--- src/rtl/ssd_scan_if.sv ---
// Load channel for ssd_scan: the producer offers a 16-bit hex word plus
// per-digit decimal points using a valid/ready handshake.
interface ssd_scan_if;
  logic        load_valid;
  logic        load_ready;
  logic [15:0] load_data;
  logic [3:0]  load_dp;

  modport master (output load_valid, output load_data, output load_dp, input load_ready);
  modport slave  (input load_valid, input load_data, input load_dp, output load_ready);
endinterface

--- src/rtl/ssd_scan.sv ---
// Four-digit multiplexed seven-segment scanner with a one-deep holding buffer.
// New words are swapped into the display only at the frame boundary.
module ssd_scan #(
  parameter int unsigned DIV = 50000
) (
  input  logic       clk,
  input  logic       rst_n,
  ssd_scan_if.slave  ld,
  input  logic       blank_lz,
  output logic [3:0] an,
  output logic [7:0] seg
);

  localparam int unsigned PW = (DIV > 1) ? $clog2(DIV) : 1;
  localparam logic [PW-1:0] TOP = PW'(DIV - 1);

  typedef enum logic {IDLE = 1'b0, SCAN = 1'b1} state_t;

  state_t      state, state_nxt;
  logic        pending;
  logic [15:0] disp_data, hold_data;
  logic [3:0]  disp_dp, hold_dp;
  logic [PW-1:0] presc;
  logic [1:0]  idx;
  logic        xfer, tick, commit;
  logic [3:0]  an_d, nib;
  logic [7:0]  seg_d;

  function automatic logic [6:0] glyph(input logic [3:0] n);
    case (n)
      4'h0: glyph = 7'h40;
      4'h1: glyph = 7'h79;
      4'h2: glyph = 7'h24;
      4'h3: glyph = 7'h30;
      4'h4: glyph = 7'h19;
      4'h5: glyph = 7'h12;
      4'h6: glyph = 7'h02;
      4'h7: glyph = 7'h78;
      4'h8: glyph = 7'h00;
      4'h9: glyph = 7'h10;
      4'hA: glyph = 7'h08;
      4'hB: glyph = 7'h03;
      4'hC: glyph = 7'h46;
      4'hD: glyph = 7'h21;
      4'hE: glyph = 7'h06;
      default: glyph = 7'h0E;
    endcase
  endfunction

  // A digit is blank when it and every more significant nibble are zero.
  function automatic logic blanked(input logic [15:0] d, input logic [1:0] i, input logic en);
    case (i)
      2'd1:    blanked = en && (d[15:4] == 12'h000);
      2'd2:    blanked = en && (d[15:8] == 8'h00);
      2'd3:    blanked = en && (d[15:12] == 4'h0);
      default: blanked = 1'b0;
    endcase
  endfunction

  assign ld.load_ready = !pending;
  assign xfer   = ld.load_valid && !pending;
  assign tick   = (state == SCAN) && (presc == TOP);
  assign commit = tick && (idx == 2'd3) && pending;
  assign nib    = disp_data[{idx, 2'b00} +: 4];

  always_ff @(posedge clk) begin
    if (!rst_n) state <= IDLE;
    else        state <= state_nxt;
  end

  always_comb begin
    state_nxt = state;
    if (state == IDLE && xfer) state_nxt = SCAN;
  end

  always_comb begin
    an_d  = 4'hF;
    seg_d = 8'hFF;
    if (state == SCAN) begin
      an_d = ~(4'b0001 << idx);
      if (!blanked(disp_data, idx, blank_lz)) seg_d = {~disp_dp[idx], glyph(nib)};
    end
  end

  always_ff @(posedge clk) begin
    if (!rst_n) begin
      pending   <= 1'b0;
      disp_data <= '0;
      disp_dp   <= '0;
      hold_data <= '0;
      hold_dp   <= '0;
      presc     <= '0;
      idx       <= '0;
      an        <= 4'hF;
      seg       <= 8'hFF;
    end else begin
      if (state == IDLE) begin
        if (xfer) begin
          disp_data <= ld.load_data;
          disp_dp   <= ld.load_dp;
          presc     <= '0;
          idx       <= '0;
        end
      end else begin
        presc <= tick ? '0 : presc + PW'(1);
        if (tick) idx <= idx + 2'd1;
        // commit and xfer are mutually exclusive: commit needs pending, xfer needs !pending
        if (commit) begin
          disp_data <= hold_data;
          disp_dp   <= hold_dp;
          pending   <= 1'b0;
        end
        if (xfer) begin
          hold_data <= ld.load_data;
          hold_dp   <= ld.load_dp;
          pending   <= 1'b1;
        end
      end
      an  <= an_d;
      seg <= seg_d;
    end
  end

endmodule

--- src/flat_wrapper.sv ---
// flat-port wrapper written by rule: the top's interface ports become plain ports
module ssd_scan_flat 
#(
  parameter int unsigned DIV = 50000
)
  (clk, rst_n, blank_lz, an, seg, ld_load_valid, ld_load_data, ld_load_dp, ld_load_ready);
  ssd_scan_if ld_i ();
  input  logic clk;
  input  logic rst_n;
  input  logic blank_lz;
  output logic [3:0] an;
  output logic [7:0] seg;
  input wire logic [$bits(ld_i.load_valid)-1:0] ld_load_valid;
  input wire logic [$bits(ld_i.load_data)-1:0] ld_load_data;
  input wire logic [$bits(ld_i.load_dp)-1:0] ld_load_dp;
  output wire logic [$bits(ld_i.load_ready)-1:0] ld_load_ready;
  assign ld_i.load_valid = ld_load_valid;
  assign ld_i.load_data = ld_load_data;
  assign ld_i.load_dp = ld_load_dp;
  assign ld_load_ready = ld_i.load_ready;
  ssd_scan #(.DIV(DIV)) u_core (.clk(clk), .rst_n(rst_n), .ld(ld_i), .blank_lz(blank_lz), .an(an), .seg(seg));
endmodule
--- config.mk ---
export PLATFORM = sky130hd
export DESIGN_NAME = ssd_scan_flat
export DESIGN_NICKNAME = d
export VERILOG_FILES = /design/src/rtl/ssd_scan_if.sv /design/src/rtl/ssd_scan.sv /design/src/flat_wrapper.sv
export SDC_FILE = /design/constraint.sdc
export NUM_CORES = 1
export LEC_CHECK = 0
export BUFFER_PORTS_ARGS = -buffer_cell sky130_fd_sc_hd__buf_4
export CAP_MARGIN = 10
export CORE_UTILIZATION = 59
export DETAILED_ROUTE_END_ITERATION = 16
export PLACE_DENSITY = 0.8
export SYNTH_ARGS = -nofsm -noshare
export SYNTH_HDL_FRONTEND = slang
export SYNTH_SLANG_ARGS = --single-unit
--- constraint.sdc ---
create_clock -name clk -period 2.9 [get_ports clk]
set_input_delay 0.145 -clock clk [delete_from_list [all_inputs] [get_ports clk]]
set_output_delay 0.145 -clock clk [all_outputs]
set_load 0.1 [all_outputs]
## Word-level counts from Yosys, hierarchy flattened

Memories as Yosys holds them, arrays and structs flattened. A register that Yosys moved wholly into a read port is not among the register bits.
Index checks and enable logic that the tools add are counted.

- Input bits: 24
- Output and inout port bits: 13
- Logic and storage cells: 64
- Bits in read-only memories: 112
- Memories kept: 1
- Register bits after elaboration: 72

- Equal/unequal tests: 6
- Bitwise gates (word level): 4
- Reductions and logical operators: 20
- Muxes and demuxes: 18
- Shifts and indexed selects: 2
- Add/subtract/negate cells: 2
- $lt $le $gt $ge: 1

Memory list:

| memory | words | bits a word | rd ports | clocked after Yosys merged registers in | wr ports | line | RTL |
|---|---|---|---|---|---|---|---|
| (no name shown) | 16 | 7 | 1 | 1 | 0 | ssd_scan.sv:30 | `case (n)` |

Operators with widths:

| cell | count |
|---|---|
| $mux 16 | 6 |
| $add 16x1->16 const B | 1 |
| $eq 16x16->1 const B | 1 |
| $shiftx 16x5->4 | 1 |
| $logic_not 12->1 | 1 |
| $mux 4 | 3 |
| $reduce_and 2->1 | 5 |
| $logic_and 1x1->1 | 8 |
| $logic_not 8->1 | 1 |
| $mux 2 | 3 |
| $eq 2x2->1 const B | 2 |
| $logic_not 4->1 | 1 |
| $mux 1 | 4 |
| $ne 2x2->1 const B | 2 |
| $not 4->4 | 1 |
| $reduce_bool 2->1 | 2 |
| $shl 1x2->4 const A | 1 |
| $lt 2x3->1 const B | 1 |
| $not 1->1 | 3 |
| $pmux 1 s3 | 1 |
| $reduce_or 3->1 | 1 |
| $add 2x1->2 const B | 1 |
| $bmux 1 s2 | 1 |
| $eq 2x1->1 const B | 1 |
| $logic_not 1->1 | 1 |

## Longest topological paths before layout

- Word-level depth: 6
- Gate-level depth with buffers: 9
- Depth with buffers taken out: 7

## Worst setup path before layout

Ideal clock, no wire load.

- Path kind: flip-flop to flip-flop
- Start point: register u_core.idx[0]
- End point: register u_core.seg[0]
- Clock period less this slack: 2.040 ns
- Buffers on the path: 2
- Data arrival time: 1.903 ns
- Slack: 0.860 ns
- Required time: 2.763 ns
- Stages on the path, launching flop included: 9
- Setup time: 0.137 ns
- Path through: dfxtp_1 > buf_2 > mux4_2 > ha_1 > clkbuf_1 > o31ai_1 > a21oi_1 > o21ai_0 > nand2_1

- Longest elaborated chain between the ends: 4
- Elaborated cells between the ends (all ways): 7
- Classes of those cells: eq/ne (3); shift (1); mux (2); reduce/logical (1)

RTL lines:

| element | line | RTL |
|---|---|---|
| start, declared | ssd_scan.sv:24 | `logic [1:0] idx;` |
| start signal, assigned | ssd_scan.sv:106 | `if (tick) idx <= idx + 2'd1;` |
| $eq 2x2->1 or $eq 2x1->1 (tied branches) | ssd_scan.sv:52 | `case (i)` |
| $pmux 1 s3 | ssd_scan.sv:52 |  |
| $mux 1 | ssd_scan.sv:79 | `if (state == SCAN) begin` |
| $reduce_or 3->1 (no source line) | n/a |  |
| end, declared | ssd_scan.sv:11 | `output logic [7:0] seg` |

Several ways; a longest one is shown, not always the timed one. The select of a mux whose other input is x is not followed.
A chain may end at the register's enable or synchronous reset.

## Worst setup path after layout

- Start point: register u_core.idx[0]
- End point: register u_core.seg[2]

The elaborated chain is that of the path after synthesis.

==> results.ini <==
[run_status]
status = complete, no violations

[timing]
worst_clock_skew_ns = 0.0109
share_of_the_cycle_needed_by_the_critical_path_after_routing_pct = 80.0
report.final.hold_viol_count = 0
timing_max_transition_violations_final = 0
setup-violations-final = 0
final_period_minus_worst_setup_slack_ns = 2.32
slew-limit-headroom_pct = 29.4
unrepaired_setup_endpoints_after_global_routing = false
fin_setup_tns_ns = 0
clock.fmax_ghz = 0.431
transition_time_of_the_tightest_slew_check_pin_ns = 1.06

[global_routing]
grt_first_pass_wirelength_mm = 12.2
global_route.overflow_total = 0
first_global_vias = 2657
overall_routing_resource_usage_pct = 24.9
pin_count_of_the_biggest_net_entering_global_routing = 52
grt_antenna_before_repair = 0

[placement]
placedCellCount = 477
routabilityCongestion = 0.853
number_of_buffer_cells_added_on_primary_ports = 36
placement.cell_area_um2 = 3870
dp_hpwl_mm = 5.11

[setup_path]
cp_data_arrival_time_ns = 2.50
critical_path_peak_fanout = 8
timing.setup.critical_path_class = flop to flop
wp_data_required_ns = 3.08
timing.critical_path.slowest_stage_cell = sky130_fd_sc_hd__dfxtp_1
path_cells = clkinv_1 > ha_1 > o21ai_0 > nand2b_1 > a31oi_1 > o311ai_0
critPathTopFamily = compound AO/OA/AOI/OAI gates
crit_buf_inv = 1
crit_path_end_kind = flop
worstSetupStartpointType = flop
cp_slowest_stage_delay_ns = 0.54

[floorplan]
floorplan.core_area_um2 = 5890
die_y_um = 80.1
top_level_ports = 37
row_count = 28
die_width_um = 80.1
initial_util_pct = 61.2
design.die.area_um2 = 6420

[yosys]
synth-main-ff-cell = sky130_fd_sc_hd__dfxtp_1
postSynthCellCount = 390
number_of_enable_type_register_cells_in_the_synthesized_netlist = 0
yosysSeqAreaShare_pct = 40.0
flip_flop_and_latch_count_after_synthesis = 72
synth.largest_area_cell = sky130_fd_sc_hd__dfxtp_1
syn_nets = 425
yosys-top-cells-area = sky130_fd_sc_hd__dfxtp_1 40%, sky130_fd_sc_hd__nand2_1 7.2%, sky130_fd_sc_hd__mux2i_1 6.4%
synthDominantCellAreaShare_pct = 40.0
async_reset_ff_share_pct = 0
synth.cell_area_um2 = 3600
synth_area_per_cell_um2 = 9.23
ys_warn_count = 0
number_of_library_cell_types_mapped_by_synthesis = 59

[clocking]
cts.hold.buffers_added = 0
cts-root-to-sink-buffers = 2
postCtsResizedCells = 0
h-tree-depth = 3
tritoncts = yes
clkTransAtPathRegs_ns = 0.08
cts_made_buffers = 9
clk_latency_ns = 0.35
cts.root.buffer_cell = sky130_fd_sc_hd__clkbuf_8
post-cts-setup-buffers = 0
cts.sink_count = 72

[route]
wl_per_cell_um = 14.9
drtPass1Iterations = 5
finalWirelength_mm = 7.33
post-route-drc-count = 0
antenna_violating_nets_post_route = 0
detailedRoute.firstIterationViolations = 138
vias = 2929
route.detailed.vias_per_inst = 5.94

[final_layout]
area.sequential_um2 = 1440
multi_input_area_um2 = 2000
nNetsFinal = 448
final.fill_count = 466
drive_gt1_share_pct = 18.7
instances_no_fill = 493
layout.cells.most_common_list = 72 x sky130_fd_sc_hd__dfxtp_1, 69 x sky130_fd_sc_hd__nand2_1, 41 x sky130_fd_sc_hd__buf_4, 25 x sky130_fd_sc_hd__o21ai_0, 23 x sky130_fd_sc_hd__mux2i_1
mostFrequentLayoutCell = sky130_fd_sc_hd__dfxtp_1
synthToLayoutAreaGrowth_pct = 13.7
final_area_um2 = 4090
n_antenna_cell = 0

[job]
max_cap_violations = 0

[power]
power.leakage_nw = 1.65
power_density_nw_per_um2 = 558
vdd_ir_drop_max_v = 0.000371

[min_path]
hold_class = input pin to flop

## report_power, final
group | internal, mW | total [mW] | leakage [nW] | switching (mW)
clock | 0.506 | 0.871 | 0.106 | 0.364
combinational | 0.132 | 0.344 | 0.954 | 0.212
sequential | 1.04 | 1.07 | 0.588 | 0.0316
## worst paths after layout
kind	to	slack [ns]	cells past startpoint	start
setup / recovery	u_core.seg[2]	0.58	6	u_core.idx[0]
hold / removal	u_core.hold_dp[3]	0.05	3	ld_load_dp[3]
setup reg to reg	u_core.seg[2]	0.58	6	u_core.idx[0]
hold reg to reg	u_core.hold_dp[2]	0.46	2	u_core.hold_dp[2]
## area by class of cell
class                      instances  area share (%)
sequential                        72            35.2
clock buffer                      11            3.45
clock inverter                     5            1.96
inverter                           8           0.734
tap                               75            2.29
multi-input combinational        281            48.8
timing repair buffer              41            7.52
## worst register-to-register path, cell delays in order, from the launching register on
cell and delay [ns]:
sky130_fd_sc_hd__dfxtp_1 0.54, sky130_fd_sc_hd__clkinv_1 0.35, sky130_fd_sc_hd__ha_1 0.33, sky130_fd_sc_hd__o21ai_0 0.17, sky130_fd_sc_hd__nand2b_1 0.07, sky130_fd_sc_hd__a31oi_1 0.45, sky130_fd_sc_hd__o311ai_0 0.24
## kinds of logic after synthesis
family	synth area share [%]
simple gates	19.4
fa+ha+maj	3.82
flops	40.0
mux	10.8
buf+inv	4.62
xor+xnor	0.730
compound gates	20.6
## metrics by stage
stage	worst slack [ns]	util [%]	hold WS [ns]	power (mW)
after floorplan	0.860	-	0.290	1.34
after global placement	0.703	65.8	0.414	1.43
after detailed placement	0.569	65.8	0.423	1.43
after CTS	0.585	69.5	0.0470	2.30
after global routing	0.356	69.5	0.0553	2.38
final	0.579	69.5	0.0494	2.28
## state kept, by name (all words and copies together) (netlist names)
| name | flops |
|---|---|
| u_core.idx | 2 |
| u_core.disp_dp | 4 |
| u_core.state | 1 |
| u_core.disp_data | 16 |
| u_core.seg | 8 |
| u_core.an | 4 |
| u_core.hold_dp | 4 |
| u_core.presc | 16 |
| u_core.hold_data | 16 |
| u_core.pending | 1 |
## cell usage after synthesis (3+ instances only)
library cell                n
sky130_fd_sc_hd__mux4_2     3
sky130_fd_sc_hd__a31oi_1    6
sky130_fd_sc_hd__a221o_1    3
sky130_fd_sc_hd__o21a_1     3
sky130_fd_sc_hd__nor2b_1    6
sky130_fd_sc_hd__clkbuf_1  17
sky130_fd_sc_hd__buf_2      6
sky130_fd_sc_hd__o31ai_1    3
sky130_fd_sc_hd__o21ai_0   25
sky130_fd_sc_hd__ha_1      11
sky130_fd_sc_hd__mux2i_1   23
sky130_fd_sc_hd__and3_1     4
sky130_fd_sc_hd__buf_4      3
sky130_fd_sc_hd__dfxtp_1   72
sky130_fd_sc_hd__inv_1      6
sky130_fd_sc_hd__a21oi_1    8
sky130_fd_sc_hd__nand2_1   69
sky130_fd_sc_hd__mux2_2     6
sky130_fd_sc_hd__nor2_1    10
sky130_fd_sc_hd__and2_1     6
sky130_fd_sc_hd__a21boi_0  22
sky130_fd_sc_hd__nand3_1   11
sky130_fd_sc_hd__o311a_1   20
## layer usage
metal | global-route usage [%] | vias up | wire length (um)
met2 | 40.2 | 62 | 3500
met3 | 4.77 | 10 | 283
met1 | 32.6 | 1388 | 3410
met5 | 0 | - | 0
li1 | - | 1469 | -
met4 | 10.2 | 0 | 128
Power figures use the tool's default switching activity.
